**src/rtl/count_bank_pkg.sv**
```systemverilog
// Shared constants and types for the count bank scheduler.
// Build option: COUNT_BANK_SAT_EN selects saturating counts.
package count_bank_pkg;

  localparam int NUM_CH = 4;
  localparam int CNT_W  = 8;
  localparam int SEL_W  = 2;

  typedef logic [CNT_W-1:0]  cnt_t;
  typedef logic [NUM_CH-1:0] ch_mask_t;
  typedef logic [SEL_W-1:0]  sel_t;

  function automatic sel_t onehot2idx(ch_mask_t oh);
    sel_t idx;
    idx = '0;
    for (int i = 0; i < NUM_CH; i++) begin
      if (oh[i]) idx = idx | sel_t'(i);
    end
    return idx;
  endfunction

endpackage

```
**src/rtl/count_bank_sched_rr_arb.sv**
```systemverilog
// Combinational round-robin pick: first eligible channel
// at or after the pointer, wrapping modulo NUM_CH.
module rr_arb
  import count_bank_pkg::*;
(
  input  ch_mask_t eligible,
  input  sel_t     ptr,
  output ch_mask_t grant,
  output logic     valid,
  output sel_t     idx
);

  sel_t c;

  // Walk offsets high to low so the nearest offset wins.
  always_comb begin
    grant = '0;
    c     = '0;
    for (int k = NUM_CH - 1; k >= 0; k--) begin
      c = ptr + sel_t'(k);
      if (eligible[c]) grant = ch_mask_t'(1) << c;
    end
  end

  assign valid = |grant;
  assign idx   = onehot2idx(grant);

endmodule

```
**src/rtl/count_bank_sched.sv**
```systemverilog
// NUM_CH count registers sharing one registered +1 stage.
// Build option: COUNT_BANK_SAT_EN saturates instead of wrapping.
module count_bank_sched
  import count_bank_pkg::*;
(
  input  logic              iClk,
  input  logic              iRst,
  input  logic [NUM_CH-1:0] iReq,
  input  logic [NUM_CH-1:0] iClr,
  input  logic [SEL_W-1:0]  iRdSel,
  output logic [CNT_W-1:0]  oRdData,
  output logic [NUM_CH-1:0] oAck,
  output logic [NUM_CH-1:0] oWrap,
  output logic              oBusy
);

  cnt_t     cnt [NUM_CH];
  ch_mask_t wrap;

  logic     s1_vld;
  sel_t     s1_ch;
  cnt_t     s1_sum;
  logic     s1_wrap;
  sel_t     ptr;

  ch_mask_t inflight;
  ch_mask_t eligible;
  ch_mask_t g_mask;
  logic     g_vld;
  sel_t     g_idx;
  cnt_t     g_cnt;
  logic     g_full;
  cnt_t     g_sum;

  // The in-flight channel is masked so its count is never read stale.
  assign inflight = s1_vld ? (ch_mask_t'(1) << s1_ch) : '0;
  assign eligible = iReq & ~inflight;

  rr_arb u_arb (
    .eligible (eligible),
    .ptr      (ptr),
    .grant    (g_mask),
    .valid    (g_vld),
    .idx      (g_idx)
  );

  assign g_cnt  = cnt[g_idx];
  assign g_full = &g_cnt;

`ifdef COUNT_BANK_SAT_EN
  assign g_sum = g_full ? g_cnt : g_cnt + cnt_t'(1);
`else
  assign g_sum = g_cnt + cnt_t'(1);
`endif

  always_ff @(posedge iClk) begin
    if (iRst) begin
      s1_vld  <= 1'b0;
      s1_ch   <= '0;
      s1_sum  <= '0;
      s1_wrap <= 1'b0;
      ptr     <= '0;
    end else begin
      // A clear on the granted channel cancels the increment.
      s1_vld <= g_vld & ~iClr[g_idx];
      if (g_vld) begin
        s1_ch   <= g_idx;
        s1_sum  <= g_sum;
        s1_wrap <= g_full;
        ptr     <= g_idx + sel_t'(1);
      end
    end
  end

  always_ff @(posedge iClk) begin
    for (int i = 0; i < NUM_CH; i++) begin
      if (iRst) begin
        cnt[i]  <= '0;
        wrap[i] <= 1'b0;
      end else if (iClr[i]) begin
        cnt[i]  <= '0;
        wrap[i] <= 1'b0;
      end else if (s1_vld && s1_ch == sel_t'(i)) begin
        cnt[i] <= s1_sum;
        if (s1_wrap) wrap[i] <= 1'b1;
      end
    end
  end

  assign oRdData = cnt[iRdSel];
  assign oAck    = inflight;
  assign oWrap   = wrap;
  assign oBusy   = s1_vld;

endmodule

```
**config.mk**
```make
export PLATFORM = sky130hd
export DESIGN_NAME = count_bank_sched
export DESIGN_NICKNAME = d
export VERILOG_FILES = /design/src/rtl/count_bank_pkg.sv /design/src/rtl/count_bank_sched_rr_arb.sv /design/src/rtl/count_bank_sched.sv
export SDC_FILE = /design/constraint.sdc
export NUM_CORES = 1
export LEC_CHECK = 0
export BUFFER_PORTS_ARGS = -buffer_cell sky130_fd_sc_hd__buf_4
export CAP_MARGIN = 20
export CORE_ASPECT_RATIO = 1.5
export CORE_MARGIN = 4
export CORE_UTILIZATION = 40
export DETAILED_ROUTE_END_ITERATION = 7
export HOLD_SLACK_MARGIN = 0.15
export RECOVER_POWER = 100
export SYNTH_ARGS = -nofsm -noshare
export SYNTH_HDL_FRONTEND = slang
export SYNTH_SLANG_ARGS = --single-unit
```
**constraint.sdc**
```tcl
create_clock -name iClk -period 4.1 [get_ports iClk]
set_input_delay 0.82 -clock iClk [delete_from_list [all_inputs] [get_ports iClk]]
set_output_delay 0.82 -clock iClk [all_outputs]
set_load 0.01 [all_outputs]
```
# After elaboration in Yosys (flattened, before gate mapping)
# Memory sizes are Yosys's and may differ from the RTL's.
# Index checks and enable logic that the tools add are counted.
[totals]
regBits = 18
mem_bits_rw = 32
inputBits = 12
output_inout_bits = 17
word_cells = 111
memories = 1
[classes]
addsub = 5
n_lt_le_gt_ge = 5
n_eq_ne = 3
n_shift = 5
muxes = 56
bitwise = 12
n_reduce_logical = 15
[mem_list]
columns = ["memory", "depth", "word_bits", "read_ports", "rd_ports_with_merged_regs", "write_ports", "line", "source"]
rows = [
  ["cnt", 4, 8, 2, 0, 4, "count_bank_sched.sv:17", "cnt_t cnt [NUM_CH];"],
]
[ops]
columns = ["op", "n"]
rows = [
  ["8-bit two-way mux", 8],
  ["1-bit two-way mux", 36],
  ["4-bit two-way mux", 5],
  ["1-bit by 2-bit << shifter with 4-bit output (first input constant)", 5],
  ["2-bit by 3-bit less-than comparator with 1-bit output (second input constant)", 5],
  ["1-bit binary-select mux with 2-bit select", 5],
  ["8-bit by 1-bit adder with 8-bit output (second input constant)", 1],
  ["1-bit OR", 8],
  ["2-bit AND reduction", 4],
  ["8-bit AND reduction", 1],
  ["2-bit OR reduction", 4],
  ["2-bit by 1-bit adder with 2-bit output (second input constant)", 2],
  ["2-bit adder (second input constant)", 2],
  ["4-bit bitwise AND", 1],
  ["2-bit == test (second input constant)", 2],
  ["1-bit logical AND", 4],
  ["2-bit two-way mux", 2],
  ["4-bit NOT", 1],
  ["4-bit OR reduction", 1],
  ["2-bit by 1-bit == test with 1-bit output (second input constant)", 1],
  ["2-bit logical NOT", 1],
  ["1-bit bitwise AND", 1],
  ["1-bit NOT", 1],
]

# Logic depth before layout (Yosys ltp)
# Gate-level depths: netlist of the first run.
[logic_depth]
depth_word = 17
depth_mapped = 16
depth_no_buf = 14

# Hierarchy
# A second synthesis of the first run with hierarchy kept.
[unflattened]
hier_cells = 230
hier_area_um2 = 2849.0
[by_module_without_submodules]
columns = ["mod", "instances", "cells_per_inst", "area_each_um2", "seq_area_each_um2"]
rows = [
  ["count_bank_sched", 1, 182, 2407.3, 1321.3],
  ["rr_arb", 1, 48, 441.7, 0.0],
]

# Worst setup path before layout of the first run
# Ideal clock, no wire load.
[synth_path]
path_type = "input to register"
startpoint = "in iReq[1]"
endpoint = "reg s1_sum[6]"
setup_ps = 91
arrival_ps = 3608
required_time_ps = 4009
path_slack_ps = 401
cell_stages = 13
n_path_buf = 1
cell_sequence = "mux2i_1 > a211o_1 > o211a_1 > a2111o_1 > and2_1 > buf_2 > or4_1 > o221ai_1 > inv_1 > ha_1 > and3b_1 > a21o_1 > a311oi_1"
[synth_between]
elab_chain_cells = 12
elab_cells_between_ends = 19
classes_between = "1 x add/sub; 15 x mux; 1 x bitwise; 1 x reduce/logical; 1 x memory"
[synth_rtl]
columns = ["item", "line", "source"]
rows = [
  ["start, declared", "count_bank_sched.sv:8", "input logic [NUM_CH-1:0] iReq,"],
  ["4-bit bitwise AND (*)", "count_bank_sched.sv:37", "assign eligible = iReq & ~inflight;"],
  ["1-bit binary-select mux with 2-bit select", "count_bank_sched_rr_arb.sv:21", "if (eligible[c]) grant = ch_mask_t'(1) << c;"],
  ["1-bit two-way mux (implied by the code)", "count_bank_sched_rr_arb.sv:21", ""],
  ["4-bit two-way mux (3 in a row)", "count_bank_sched_rr_arb.sv:21", ""],
  ["4-bit two-way mux (*)", "count_bank_sched_rr_arb.sv:21", ""],
  ["1-bit two-way mux", "count_bank_pkg.sv:17", "if (oh[i]) idx = idx | sel_t'(i);"],
  ["2-bit two-way mux (2 in a row)", "count_bank_pkg.sv:17", ""],
  ["memory read 4 x 8 bit", "-", ""],
  ["8-bit by 1-bit adder with 8-bit output", "count_bank_sched.sv:53", "assign g_sum = g_cnt + cnt_t'(1);"],
  ["end signal, assigned", "count_bank_sched.sv:68", "s1_sum <= g_sum;"],
  ["end, declared", "count_bank_sched.sv:22", "cnt_t s1_sum;"],
]
# Mark *: on every way between the ends. The rest lies on a longest branch, timed or not. The select of a mux whose other input is x is not followed.
# A chain may end at the register's enable or synchronous reset.

# Final worst setup path of the first run
[layout_path]
startpoint = "reg s1_ch[0]"
endpoint = "reg s1_sum[6]"
[layout_between]
elab_chain_cells = 15
elab_cells_between_ends = 22
classes_between = "1 x add/sub; 1 x shift; 16 x mux; 2 x bitwise; 1 x reduce/logical; 1 x memory"
[layout_rtl]
columns = ["item", "line", "source"]
rows = [
  ["start, declared", "count_bank_sched.sv:21", "sel_t s1_ch;"],
  ["start signal, assigned", "count_bank_sched.sv:67", "s1_ch <= g_idx;"],
  ["1-bit by 2-bit << shifter with 4-bit output (*)", "count_bank_sched.sv:36", "assign inflight = s1_vld ? (ch_mask_t'(1) << s1_ch) : '0;"],
  ["4-bit two-way mux (*)", "count_bank_sched.sv:36", ""],
  ["4-bit NOT (*)", "count_bank_sched.sv:37", ""],
  ["4-bit bitwise AND (*)", "count_bank_sched.sv:37", ""],
  ["1-bit binary-select mux with 2-bit select", "count_bank_sched_rr_arb.sv:21", ""],
  ["1-bit two-way mux (implied by the code)", "count_bank_sched_rr_arb.sv:21", ""],
  ["4-bit two-way mux (3 in a row)", "count_bank_sched_rr_arb.sv:21", ""],
  ["4-bit two-way mux (*)", "count_bank_sched_rr_arb.sv:21", ""],
  ["1-bit two-way mux", "count_bank_pkg.sv:17", ""],
  ["2-bit two-way mux (2 in a row)", "count_bank_pkg.sv:17", ""],
  ["memory read 4 x 8 bit", "-", ""],
  ["8-bit by 1-bit adder with 8-bit output", "count_bank_sched.sv:53", ""],
]
# Marks and branches as above.

==> results of run 1 <==
cell type report:
cell class,instances,area (µm²)
Fill cell,766,4060
Tap cell,102,128
Timing Repair Buffer,45,255
Clock inverter,2,8.76
Clock buffer,6,129
Sequential cell,50,1320
Inverter,13,48.8
Multi-Input combinational cell,225,1720
synth_stat cells, types with 4 or more instances:
| library cell | n | share of area |
|---|---|---|
| clkbuf_1 | 6 | 0.0071 |
| dfxtp_1 | 18 | 0.11 |
| ha_1 | 9 | 0.035 |
| mux2i_1 | 5 | 0.016 |
| a21oi_1 | 18 | 0.028 |
| nor2_1 | 17 | 0.020 |
| a311oi_1 | 7 | 0.019 |
| inv_1 | 13 | 0.015 |
| and2_1 | 37 | 0.073 |
| nand2_1 | 18 | 0.021 |
| nor3_1 | 12 | 0.019 |
| or3_1 | 4 | 0.0079 |
| edfxtp_1 | 32 | 0.30 |
| mux4_2 | 8 | 0.057 |
| nand3_1 | 7 | 0.011 |
| a211oi_1 | 7 | 0.017 |
| o221ai_1 | 5 | 0.014 |
state kept, by name (all words and copies together) (netlist names):
signal   flops
s1_sum       8
ptr          2
s1_ch        2
cnt         32
s1_wrap      1
oWrap        4
oBusy        1
per-layer routing:
layer	up-vias	GRT usage	routed length, µm
met5	-	0	0
met4	0	0.100	232
met3	14	0.0276	259
met2	62	0.357	4570
met1	1237	0.221	3450
li1	1233	-	-
through the flow:
step | worst slack (ps) | hold WS, ps
after floorplan | 401 | 452
after global placement | 234 | 491
after detailed placement | 212 | 496
after CTS | 399 | 504
after global routing | 48.2 | 538
final | 400 | 501
worst max-delay path by stage:
stage / cells after the start / slack [ps] / endpoint / start
3_5_place_dp: 13 / 210 / s1_sum[6] / iReq[3]
3_3_place_gp: 13 / 230 / s1_sum[5] / iReq[3]
2_1_floorplan: 13 / 400 / s1_sum[6] / iReq[1]
6_report: 12 / 400 / s1_sum[6] / s1_ch[0]
5_1_grt: 13 / 50 / s1_wrap / s1_ch[0]
4_1_cts: 13 / 400 / s1_sum[6] / s1_ch[0]
tightest hold or removal path, cell delays in order (launching register included):
cell,delay (ps)
dfxtp_1,340
nand2_1,70
a21oi_1,50
cells in the final DEF (no fill, tap or decap), types with 5 or more instances in the layout:
cell and n:
mux4_2 8, clkbuf_16 5, dfxtp_1 18, a311oi_1 7, nand2_1 18, and2_0 21
mux2i_1 5, ha_1 9, a21oi_1 18, clkbuf_1 23, nand3_1 7, buf_4 23
and2_1 16, nor2_1 17, a211oi_1 7, edfxtp_1 32, nor3_1 12, inv_1 13
o221ai_1 5
power by group:
group | total, mW | internal (mW) | switching (mW)
registers | 0.691 | 0.615 | 0.0762
logic | 1.44 | 0.560 | 0.882
clock network | 0.395 | 0.223 | 0.172
total | 2.53 | 1.40 | 1.13
cell families after synthesis:
kind of cell               share of synthesized area
muxes                                         0.0927
DFF                                            0.416
xor gates and xnor gates                      0.0170
and+or+nand+nor                                0.222
adders and majority gates                     0.0355
buffers and inverters                         0.0422
AOI/OAI and AO/OA                              0.174
==> flow_summary.yaml, run 1 <==
sta:
  rsz0062_at_grt: "false"
  relSlewSlack: -0.123
  setup_viol: 0
  tightest_slew_ps: 1670
  period_share: 0.903
  period_minus_slack_ps: 3700
  setup_tns_ps: 0
  timing.fmax_ghz: 0.270
  maxSlewViolCount: 9
  finClkSkew_ps: 5.99
  finalHoldViolCount: 0
grt:
  grtUsageTotal: 0.196
  grt_first_pass_wirelength_um: 13700
  antenna_found_initial: 0
  overflow: 0
  grt_pass1_vias: 2552
  grt_max_degree: 32
floorplan:
  coreArea_um2: 7660
  start_util: 0.414
  fp-row-count: 39
  die_h_um: 117
  die_area_um2: 9450
  fp.dieW_um: 80.7
  io_pins: 29
logic_synthesis:
  synth_area_um2: 3170
  ys_seq_elements: 50
  syn_inst: 302
  synthArstFlopShare: 0
  syn_area_per_cell_um2: 10.5
  ys_types: 61
  ys_seq_area_frac: 0.416
  syn_nets: 323
  yosys_warnings: 0
  ys.flop_type: "edfxtp_1"
  synth_edf_count: 32
setup_path:
  critPathKind: "reg2reg"
  endpoint_kind: "flip-flop"
  reg2reg_slack_ps: 400
  cpMaxStageDelayCell: "dfxtp_1"
  worstSetupStartpointType: "flip-flop"
  cp_top_family: "simple AND/OR/NAND/NOR gates"
  reg2regPathDepth: 12
  critPathRequiredTime_ps: 4290
  cp_slowest_stage_delay_ps: 600
  worst_r2r_endpoint: "s1_sum[6]"
  timing.critical_path.buf_inv: 1
  worstReg2RegStart: "s1_ch[0]"
  arrival_ps: 3890
  cp_max_fo: 9
  path_cells: "xor2_4, o211ai_1, and2_1, a31oi_1, and2_0, or4_1, o221ai_1, inv_1, ha_1, and3b_1, a21o_1, a311oi_1"
job:
  maxCapViolations: 1
drt:
  drtIter0Drc: 147
  drcViolationCount: 0
  drtPass1Iterations: 4
  viasPerCell: 5.75
  wl_per_cell_um: 19.2
  num_vias: 2546
  wl_um: 8520
  ant_nets: 0
clock_tree:
  cts_hold_buf: 0
  ctsResizeCount: 0
  clock_latency_ps: 290
  clock_path_buffers: 2
  cts_setup_buffers: 0
  numCtsBuffers: 5
  cts.sinks: 50
  clkTransAtPathRegs_ps: 60
  htree_levels: 2
  tritoncts: "built"
  cts.root.buffer_cell: "clkbuf_16"
place:
  dp.cells: 433
  place_congestion: 1.01
  dpl.hpwl_um: 6320
  port_buffers: 28
  dpl_cell_area_um2: 3550
power_and_ir_drop:
  ir_drop_v: 0.000292
  p_total_mw: 2.53
  p_leak_nw: 1.36
  powerDensity_nw_per_um2: 701
worst_hold_path:
  whs_path_depth: 2
  hp-start: "s1_sum[2]"
  hold_class: "reg2reg"
  whs_endpoint: "s1_sum[2]"
cells_and_area:
  drive_gt1_frac: 0.150
  nNetsFinal: 361
  final_cells: 443
  num_antenna_cells: 0
  areaGrowthSynthToFinish_pct: 13.6
  fin_util: 0.471
  postLayoutCellArea_um2: 3610
status:
  status: "complete, but fails checks"
  failed_checks: "max-capacitance violations, max-slew violations"
Note: power is estimated with default switching activity, not from simulation.
==> run 2, diff against run 1 <==
--- a/config.mk
+++ b/config.mk
@@ -7,12 +7,12 @@
 export LEC_CHECK = 0
 export BUFFER_PORTS_ARGS = -buffer_cell sky130_fd_sc_hd__buf_4
 export CAP_MARGIN = 20
-export CORE_ASPECT_RATIO = 1.5
 export CORE_MARGIN = 4
 export CORE_UTILIZATION = 40
 export DETAILED_ROUTE_END_ITERATION = 7
 export HOLD_SLACK_MARGIN = 0.15
 export RECOVER_POWER = 100
+export REMOVE_ABC_BUFFERS = 1
 export SYNTH_ARGS = -nofsm -noshare
 export SYNTH_HDL_FRONTEND = slang
 export SYNTH_SLANG_ARGS = --single-unit
==> run 2 against run 1 <==
  * The flow still finishes with violations (max-capacitance violations, max-slew violations)
  * Sequential power is 1% higher
  * Sequential share of layout area is 0.46 points higher
  * Wire length is 0.41% lower
  * Global-route usage is 1.4 points lower
  * Final area is 1.1% lower
  * Via count is 1.4% lower
  * Power is 1.5% lower
  * Maximum frequency is 4.1% lower
  * Combinational power hardly changed
  * Non-clock buffer count is 3 lower
  * Clock skew is 4.5 ps higher
  * Critical path type unchanged
  * Critical endpoint unchanged
  * Largest power group unchanged
==> flow_summary.yaml, run 2 (synthesized netlist as in run 1, its figures left out) <==
status:
  status: "complete, but fails checks"
  failed_checks: "max-capacitance violations, max-slew violations"
cells_and_area:
  largest_reg_flops: 32
  layout_commonest_cell: "edfxtp_1"
  nNetsFinal: 358
  top_register: "cnt"
  drive_gt1_frac: 0.151
  mostFrequentLayoutCells: "32 x edfxtp_1, 25 x and2_0, 22 x clkbuf_1"
  postLayoutCellArea_um2: 3560
  fin_util: 0.461
  num_antenna_cells: 0
  areaGrowthSynthToFinish_pct: 12.3
setup_path:
  worstReg2RegStart: "oBusy"
  endpoint_kind: "flip-flop"
  critPathKind: "reg2reg"
  cp-startpoint: "oBusy"
  worstSetupStartpointType: "flip-flop"
  cp_max_fo: 11
  arrival_ps: 4090
  critPathRequiredTime_ps: 4330
sta:
  setup_viol: 0
  setup_tns_ps: 0
  maxSlewViolCount: 9
  rsz0062_at_grt: "false"
  period_minus_slack_ps: 3860
  period_share: 0.941
  timing.fmax_ghz: 0.259
  finalHoldViolCount: 0
  relSlewSlack: -0.0962
  finClkSkew_ps: 10.4
  tightest_slew_ps: 1630
clock_tree:
  htree_levels: 2
  tritoncts: "built"
  cts.sinks: 50
  numCtsBuffers: 5
  clock_path_buffers: 2
  cts.root.buffer_cell: "clkbuf_8"
  clock_latency_ps: 310
  cts_setup_buffers: 0
  clkTransAtPathRegs_ps: 100
floorplan:
  fp-row-count: 32
  die_area_um2: 9420
  die_h_um: 97.1
  io_pins: 29
  coreArea_um2: 7730
  start_util: 0.411
  fp.dieW_um: 97.1
grt:
  antenna_found_initial: 0
  overflow: 0
  grt_first_pass_wirelength_um: 13800
  grt_max_degree: 32
  grtUsageTotal: 0.182
  grt_pass1_vias: 2504
power_and_ir_drop:
  p_leak_nw: 1.32
  p_total_mw: 2.49
  ir_drop_v: 0.000250
  powerDensity_nw_per_um2: 699
place:
  dpl.hpwl_um: 6260
  port_buffers: 28
  place_congestion: 0.892
  dpl_cell_area_um2: 3540
worst_hold_path:
  hp-start: "s1_sum[1]"
  hold_class: "reg2reg"
drt:
  wl_per_cell_um: 19.3
  drcViolationCount: 0
  drtIter0Drc: 195
  num_vias: 2511
  ant_nets: 0
  drtPass1Iterations: 5
  viasPerCell: 5.71
  wl_um: 8490
job:
  maxCapViolations: 1
[run 2: cell types whose count changed in the layout (fill, tap and decap cells not counted), moves of 3 or more]
cell       before  now
and2_1         16   12
and2_0         21   25
clkbuf_8        0    5
buf_4          23   20
clkbuf_16       5    0
[run 2: where the power goes]
part | leakage [nW] | internal (mW) | switching (mW)
logic | 0.762 | 0.535 | 0.894
clock network | 0.0563 | 0.186 | 0.177
registers | 0.506 | 0.614 | 0.0847
total | 1.32 | 1.34 | 1.16
[run 2: cell type report]
class	count	area, µm²
clock buffers	5	68.8
clock inverters	3	48.8
fillers	770	4160
inverters	13	48.8
multi-input cells	225	1720
flip-flops and latches	50	1320
well taps	102	128
repair buffers	42	233
[run 2: worst paths after layout]
| kind | endpoint | slack [ps] | cells after the start |
|---|---|---|---|
| min reg2reg | s1_sum[1] | 490 | 2 |
| max | s1_sum[6] | 240 | 12 |
| min | s1_sum[1] | 490 | 2 |
| max reg2reg | s1_sum[6] | 240 | 12 |
[run 2: routing by layer]
| layer | share of wire | global-route usage |
|---|---|---|
| met1 | 0.46 | 0.259 |
| met2 | 0.47 | 0.292 |
| met3 | 0.048 | 0.0208 |
| met4 | 0.020 | 0.0572 |
| met5 | 0 | 0 |
[run 2: per-stage QoR]
step                      hold slack [ps]  cells  setup slack, ps
after floorplan                       446    288              306
after global placement                475    432              173
after detailed placement              475    432              121
after CTS                             489    440              141
after global routing                  541    440             42.0
final                                 488    440              241
[run 2: what timing repair did]
item                                    CTS  global route
endpoints found under the setup margin    0             3
hold buffers                              0             0
resized for setup                         0             1
[run 2: critical path, cell delays in order (launching register included)]
cell and delay (ps):
dfxtp_1 470, nor2b_1 470, a211o_1 290, and2_1 440
a31oi_1 240, and2_1 260, or4_1 500, o221ai_1 110
inv_1 100, ha_1 280, and3b_1 200, a21o_1 180
a311oi_1 230
